File: src/rtl/axi_lite_reg_slave.sv
// AXI-lite register slave: NREGS x 32-bit registers, no BRESP/RRESP.
// Define AXI_LITE_REG_SLAVE_RD_PIPE_EN to add one read wait state.
module axi_lite_reg_slave #(
  parameter int          NREGS     = 8,
  parameter logic [31:0] RESET_VAL = 32'h0000_0000
) (
  input  logic                  clk,
  input  logic                  resetn,
  input  logic                  s_awvalid,
  output logic                  s_awready,
  input  logic [31:0]           s_awaddr,
  input  logic [2:0]            s_awprot,
  input  logic                  s_wvalid,
  output logic                  s_wready,
  input  logic [31:0]           s_wdata,
  input  logic [3:0]            s_wstrb,
  output logic                  s_bvalid,
  input  logic                  s_bready,
  input  logic                  s_arvalid,
  output logic                  s_arready,
  input  logic [31:0]           s_araddr,
  input  logic [2:0]            s_arprot,
  output logic                  s_rvalid,
  input  logic                  s_rready,
  output logic [31:0]           s_rdata,
  output logic [32*NREGS-1:0]   regs_q,
  output logic [NREGS-1:0]      wr_pulse
);

  logic [31:0] regs [NREGS];
  logic        aw_held;
  logic        w_held;
  logic [7:0]  aw_idx;
  logic [31:0] w_data;
  logic [3:0]  w_strb;
  logic        rd_pend;
  logic        aw_hs;
  logic        w_hs;
  logic        ar_hs;
  logic        commit;
  logic [31:0] rd_val;
  logic        unused_bits;

  assign s_awready = resetn && !aw_held && !s_bvalid;
  assign s_wready  = resetn && !w_held && !s_bvalid;
  assign s_arready = resetn && !s_rvalid && !rd_pend;

  assign aw_hs  = s_awvalid && s_awready;
  assign w_hs   = s_wvalid && s_wready;
  assign ar_hs  = s_arvalid && s_arready;
  assign commit = aw_held && w_held;

  assign unused_bits = ^{s_awaddr[31:10], s_awaddr[1:0], s_awprot,
                         s_araddr[31:10], s_araddr[1:0], s_arprot};

  always_comb begin
    rd_val = 32'hDEAD_BEEF;
    for (int i = 0; i < NREGS; i++) begin
      if (s_araddr[9:2] == 8'(i)) rd_val = regs[i];
    end
  end

  always_comb begin
    for (int i = 0; i < NREGS; i++) begin
      regs_q[32*i +: 32] = regs[i];
    end
  end

  always_ff @(posedge clk or negedge resetn) begin
    if (!resetn) begin
      aw_held  <= 1'b0;
      w_held   <= 1'b0;
      aw_idx   <= '0;
      w_data   <= '0;
      w_strb   <= '0;
      s_bvalid <= 1'b0;
    end else begin
      if (aw_hs) begin
        aw_held <= 1'b1;
        aw_idx  <= s_awaddr[9:2];
      end
      if (w_hs) begin
        w_held <= 1'b1;
        w_data <= s_wdata;
        w_strb <= s_wstrb;
      end
      if (commit) begin
        aw_held  <= 1'b0;
        w_held   <= 1'b0;
        s_bvalid <= 1'b1;
      end else if (s_bvalid && s_bready) begin
        s_bvalid <= 1'b0;
      end
    end
  end

  // Unmapped indices match no register, so they commit as a no-op.
  always_ff @(posedge clk or negedge resetn) begin
    if (!resetn) begin
      for (int i = 0; i < NREGS; i++) regs[i] <= RESET_VAL;
      wr_pulse <= '0;
    end else begin
      wr_pulse <= '0;
      if (commit) begin
        for (int i = 0; i < NREGS; i++) begin
          if (aw_idx == 8'(i)) begin
            for (int b = 0; b < 4; b++) begin
              if (w_strb[b]) regs[i][8*b +: 8] <= w_data[8*b +: 8];
            end
            if (|w_strb) wr_pulse[i] <= 1'b1;
          end
        end
      end
    end
  end

  // Read data is captured at the AR edge, before any same-edge commit lands.
  always_ff @(posedge clk or negedge resetn) begin
    if (!resetn) begin
      s_rvalid <= 1'b0;
      s_rdata  <= '0;
      rd_pend  <= 1'b0;
    end else begin
      if (s_rvalid && s_rready) s_rvalid <= 1'b0;
`ifdef AXI_LITE_REG_SLAVE_RD_PIPE_EN
      if (ar_hs) begin
        rd_pend <= 1'b1;
        s_rdata <= rd_val;
      end
      if (rd_pend) begin
        rd_pend  <= 1'b0;
        s_rvalid <= 1'b1;
      end
`else
      rd_pend <= 1'b0;
      if (ar_hs) begin
        s_rvalid <= 1'b1;
        s_rdata  <= rd_val;
      end
`endif
    end
  end

endmodule

File: config.mk
export PLATFORM = sky130hd
export DESIGN_NAME = axi_lite_reg_slave
export DESIGN_NICKNAME = d
export VERILOG_FILES = /design/src/rtl/axi_lite_reg_slave.sv
export SDC_FILE = /design/constraint.sdc
export NUM_CORES = 1
export LEC_CHECK = 0
export BUFFER_PORTS_ARGS = -buffer_cell sky130_fd_sc_hd__buf_2
export CAP_MARGIN = 20
export CELL_PAD_IN_SITES_DETAIL_PLACEMENT = 0
export CELL_PAD_IN_SITES_GLOBAL_PLACEMENT = 1
export CORE_UTILIZATION = 38
export DETAILED_ROUTE_END_ITERATION = 7
export GPL_ROUTABILITY_DRIVEN = 0
export HOLD_SLACK_MARGIN = 0.15
export PLACE_DENSITY = 0.73
export SYNTH_ARGS = -nofsm -noshare
export SYNTH_HDL_FRONTEND = slang
export SYNTH_SLANG_ARGS = --single-unit
File: constraint.sdc
create_clock -name clk -period 2.3 [get_ports clk]
set_input_delay 0.345 -clock clk [delete_from_list [all_inputs] [get_ports clk]]
set_output_delay 0.345 -clock clk [all_outputs]
set_load 0.01 [all_outputs]
# Yosys cells after proc, flatten, opt, wreduce, memory -nomap -nowiden
# Cells that the tools add are included.
[classes]
n_reduce_logical = 54
mux = 26
eq_ne = 14
[ops]
columns = ["cell", "n"]
rows = [
  ["$mux W32", 8],
  ["$reduce_and A3 Y1", 32],
  ["$eq A8 B3 Y1 const B", 8],
  ["$eq A8 B2 Y1 const B", 4],
  ["$mux W1", 17],
  ["$eq A8 B1 Y1 const B", 2],
  ["$logic_not A8 Y1", 2],
  ["$logic_and A1 B1 Y1", 11],
  ["$mux W8", 1],
  ["$reduce_bool A2 Y1", 4],
  ["$logic_not A1 Y1", 4],
  ["$reduce_or A4 Y1", 1],
]
[totals]
in_bits = 113
reg_bits = 344
out_inout_bits = 301
wordCells = 135

# Longest topological paths before layout
[logic_depth]
ltp_word = 9
ltp_mapped = 8

# Least setup slack after synthesis
# Ideal clock, no wire load.
[synth_path]
path_type = "reg2reg"
startpoint = "register aw_idx[3]"
endpoint = "register regs (netlist bit regs_q[160])"
n_path_buf = 0
slack_ns = 0.131
setup_ns = 0.125
t_arrival_ns = 2.044
stages_incl_launch_ff = 6
synth_period_minus_slack_ns = 2.169
cell_sequence = "dfrtp_1 or4_4 nor3b_4 nand3b_2 nor2_4 mux2_2"
[synth_via]
elab_chain_cells = 2
[synth_lines]
columns = ["element", "line_no", "rtl"]
rows = [
  ["from (decl)", "33", "logic [7:0] aw_idx;"],
  ["from (signal assigned)", "80", "aw_idx <= s_awaddr[9:2];"],
  ["$eq A8 B3 Y1", "106", "if (aw_idx == 8'(i)) begin"],
  ["$reduce_and A3 Y1 (no source line)", "n/a", ""],
  ["to (signal, indexed assignment)", "108", "if (w_strb[b]) regs[i][8*b +: 8] <= w_data[8*b +: 8];"],
  ["to (decl)", "30", "logic [31:0] regs [NREGS];"],
]
# No other way between the ends.
# A chain may end at the register's enable or synchronous reset.

# Worst setup path after layout
[layout_path]
startpoint = "register aw_idx[3]"
endpoint = "register regs (netlist bit regs_q[227])"
# Same word-level chain as after synthesis.

==> metrics.log <==
[metrics] FMAX: about 430 MHz
[metrics] count of fill cells added during filler insertion: 3404
[metrics] data arrival time of the worst path: ~2800 ps
[metrics] number of flops mapped to enable cells by yosys: 0
[metrics] average size of a mapped cell: ~15 um^2
[metrics] remaining antenna violation count after routing: 0
[metrics] Worst Path Max Fanout: 8
[metrics] Nets: ~1600
[metrics] violated checks: setup timing
[metrics] static leakage power: roughly 10 nW
[metrics] clock root buffer: sky130_fd_sc_hd__clkbuf_16
[metrics] Area growth syn-to-layout: 34.4%
[metrics] Clock Skew: 18.3 ps
[metrics] post-synthesis cell area: about 0.015 mm^2
[metrics] horizontal die dimension: around 200 um
[metrics] final worst path period need: ~2300 ps
[metrics] area occupied by multi-input gates: about 0.006 mm^2
[metrics] std cell rows: 72
[metrics] Boundary Pins: approximately 410
[metrics] area share of the leading cell type in the synthesized netlist: 0.579
[metrics] routed length per placed instance: around 24 um
[metrics] overall fraction of global-route tracks in use: 0.250
[metrics] wire length of the first global-routing pass: slightly above 70 mm
[metrics] most numerous cell types in the synthesized netlist: 344 x sky130_fd_sc_hd__dfrtp_1, 319 x sky130_fd_sc_hd__mux2_2, 42 x sky130_fd_sc_hd__nand2_1
[metrics] wire length after detailed routing: 49.8 mm
[metrics] max-slew violation count: 0
[metrics] run status: finished, violations left
[metrics] maximum number of pins on one net before global-route repair: 170
[metrics] async set-or-reset flop fraction in the synthesized netlist: 1.00
[metrics] CTS tree: yes
[metrics] most instantiated library cell after synthesis: sky130_fd_sc_hd__dfrtp_1
[metrics] overflow left after global routing: 0
[metrics] capturing element of the worst setup path: regs_q[227]$_DFFE_PN0P_
[metrics] number of port buffers: about 360
[metrics] Primary FF master, synth: sky130_fd_sc_hd__dfrtp_1
[metrics] Max-slew headroom: 0.344
[metrics] worst hold slack: 311 ps
[metrics] nets in the synthesized netlist: roughly 1100
[metrics] total number of vias: around 11000
[metrics] total die area: between 0.03 and 0.04 mm^2
[metrics] number of failing hold endpoints at the final stage: 0
[metrics] portion of the post-synthesis area used by sequential elements: 0.579
[metrics] Tightest Pin Transition: between 900 and 1000 ps
[metrics] final number of setup-violating endpoints: 11
[metrics] DR iter-0 viols: between 300 and 400
[metrics] synthesis warning total: 0
[metrics] endpoint class of the critical path: register
[metrics] via density per instance: ~5.3
[metrics] type of the worst setup path: reg2reg
[metrics] VDD IR max: 591 uV
[metrics] Crit Reg-Reg Endpoint: regs_q[227]$_DFFE_PN0P_
[metrics] flip-flop and latch area: between 0.008 and 0.009 mm^2
[metrics] iteration count of the initial detailed-routing pass: 7
[metrics] cell taking the most area after synthesis: sky130_fd_sc_hd__dfrtp_1
[metrics] final clock period utilization by the worst path: 1.01
[metrics] number of antenna violations at the first check in global routing: 2
[metrics] clock transition at the registers of the reported paths: roughly 60 ps
[metrics] Post-Syn Instances: around 1000
[metrics] minimum setup slack after placement: -63.5 ps
[metrics] clock sink count: roughly 340
[metrics] Die Y: around 200 um
[metrics] number of unique standard cell types used by synthesis: 42
[metrics] number of buffers created by CTS: 39
[metrics] Clock Latency Late Sink: 560 ps
[metrics] setup repair after global routing missed its margin: yes
[metrics] type of the worst min-delay path: in2reg
[metrics] placeable core region: around 0.039 mm^2
[metrics] largest cells by area after synthesis: sky130_fd_sc_hd__dfrtp_1 58%, sky130_fd_sc_hd__mux2_2 24%, sky130_fd_sc_hd__mux4_2 4.4%, sky130_fd_sc_hd__mux2i_1 1.2%, sky130_fd_sc_hd__nand2_1 1.1%
[metrics] number of synthesized register bits: 344
[metrics] pwr/cell area: roughly 820 mW/mm^2
[metrics] Startpoint Class: register
[metrics] flop2flop setup slack: -20 ps
[metrics] worst path setup slack after routing: -18.8 ps
[metrics] DP Wirelength: approximately 34 mm
[metrics] number of global-route vias before repair: 10900
[metrics] max capacitance violation total: 0
[metrics] Max Root-Sink Buffers: 3
[metrics] Worst R2R Start: aw_idx[3]$_DFFE_PN0P_
[metrics] initial core utilization: 0.385
[metrics] number of levels the H-tree was split into: 2
[metrics] worst-case reg-to-reg path depth: 8
[metrics] residual DRC count: 0
[metrics] Data required, critical path: between 2000 and 3000 ps
[metrics] launch point of the worst path: aw_idx[3]$_DFFE_PN0P_
[metrics] layout cell share with drive strength beyond 1: 0.583
## where the power goes
part	internal [mW]	total, mW	switching, mW	leakage [nW]
Combinational	1.27	2.47	1.20	5.21
Clock	3.59	6.03	2.44	0.600
Sequential	6.79	7.85	1.07	4.59
## sequential cells by signal, indices dropped and copies added, names as in the netlist
register	count
regs_q	256
s_rdata	32
w_data	32
aw_idx	8
wr_pulse	8
w_strb	4
aw_held	1
s_bvalid	1
s_rvalid	1
w_held	1
## placed cells by master, fill, tap and decap left out, types with 16 or more instances in the layout
cell,synthesis,final
sky130_fd_sc_hd__a21oi_1,21,21
sky130_fd_sc_hd__buf_12,0,33
sky130_fd_sc_hd__buf_2,12,357
sky130_fd_sc_hd__buf_4,0,41
sky130_fd_sc_hd__clkbuf_16,0,41
sky130_fd_sc_hd__dfrtp_1,344,344
sky130_fd_sc_hd__dlygate4sd3_1,0,47
sky130_fd_sc_hd__mux2_2,319,306
sky130_fd_sc_hd__mux2i_1,18,18
sky130_fd_sc_hd__mux4_2,29,29
sky130_fd_sc_hd__nand2_1,42,42
sky130_fd_sc_hd__nand3_1,22,22
sky130_fd_sc_hd__nor2_1,21,21
sky130_fd_sc_hd__o21ai_0,16,16
sky130_fd_sc_hd__o22ai_1,25,25
## repair_timing
item / CTS / global route
pin swaps: 8 / 9
setup endpoints to repair: 136 / 231
endpoints found under the hold margin: 234 / 0
hold buffers: 47 / 0
setup buffers: 1 / 0
gates resized for setup: 1 / 31
## metal layers
| metal | track usage | up-vias | routed length [um] |
|---|---|---|---|
| li1 | - | 4762 | - |
| met1 | 0.324 | 5552 | 21100 |
| met2 | 0.403 | 354 | 23700 |
| met3 | 0.0697 | 85 | 3390 |
| met4 | 0.0879 | 0 | 1610 |
| met5 | 0 | - | 0 |
## through the flow
stage               total power [mW]  utilization  area, um^2  TNS [ps]  instances
finish                          16.4        0.517       20000     -62.4       2044
global placement                10.2        0.469       18100     -1950       1928
detailed placement              10.3        0.469       18100     -5810       1929
global route                    17.1        0.517       20000     -3210       2043
floorplan                       8.97            -       14900         0       1022
CTS                             16.4        0.513       19800         0       2043
## cell type report
cell class | instances | share of cell area
Tap cell | 518 | 0.0325
Multi-Input combinational cell | 626 | 0.309
Antenna cell | 1 | 0.000125
Clock buffer | 60 | 0.0584
Timing Repair Buffer | 484 | 0.165
Clock inverter | 6 | 0.00288
Sequential cell | 344 | 0.431
Inverter | 5 | 0.000940
## worst min path at each step
| stage | startpoint | to | slack, ps | depth (start not counted) |
|---|---|---|---|---|
| floorplan | resetn | aw_held$_DFFE_PN0P_ | 50 | 0 |
| global placement | resetn | regs_q[132]$_DFFE_PN0P_ | 400 | 2 |
| detailed placement | resetn | regs_q[132]$_DFFE_PN0P_ | 400 | 2 |
| CTS | s_araddr[7] | s_rdata[2]$_DFFE_PN0P_ | 280 | 4 |
| global route | s_araddr[7] | s_rdata[2]$_DFFE_PN0P_ | 290 | 4 |
| finish | s_araddr[7] | s_rdata[2]$_DFFE_PN0P_ | 310 | 4 |
## cells by family after synthesis
family / share of synthesized area
mux: 0.299
flops: 0.579
simple gates: 0.0602
compound gates: 0.0473
buf+inv: 0.0141
## critical path: stages (launching register included)
cell	delay, ps
sky130_fd_sc_hd__dfrtp_1	380
sky130_fd_sc_hd__or4_4	580
sky130_fd_sc_hd__nor3b_4	190
sky130_fd_sc_hd__buf_6	150
sky130_fd_sc_hd__nand3_2	90
sky130_fd_sc_hd__buf_12	170
sky130_fd_sc_hd__nor2_4	120
sky130_fd_sc_hd__buf_12	160
sky130_fd_sc_hd__mux2_2	340
Power figures use the tool's default switching activity.
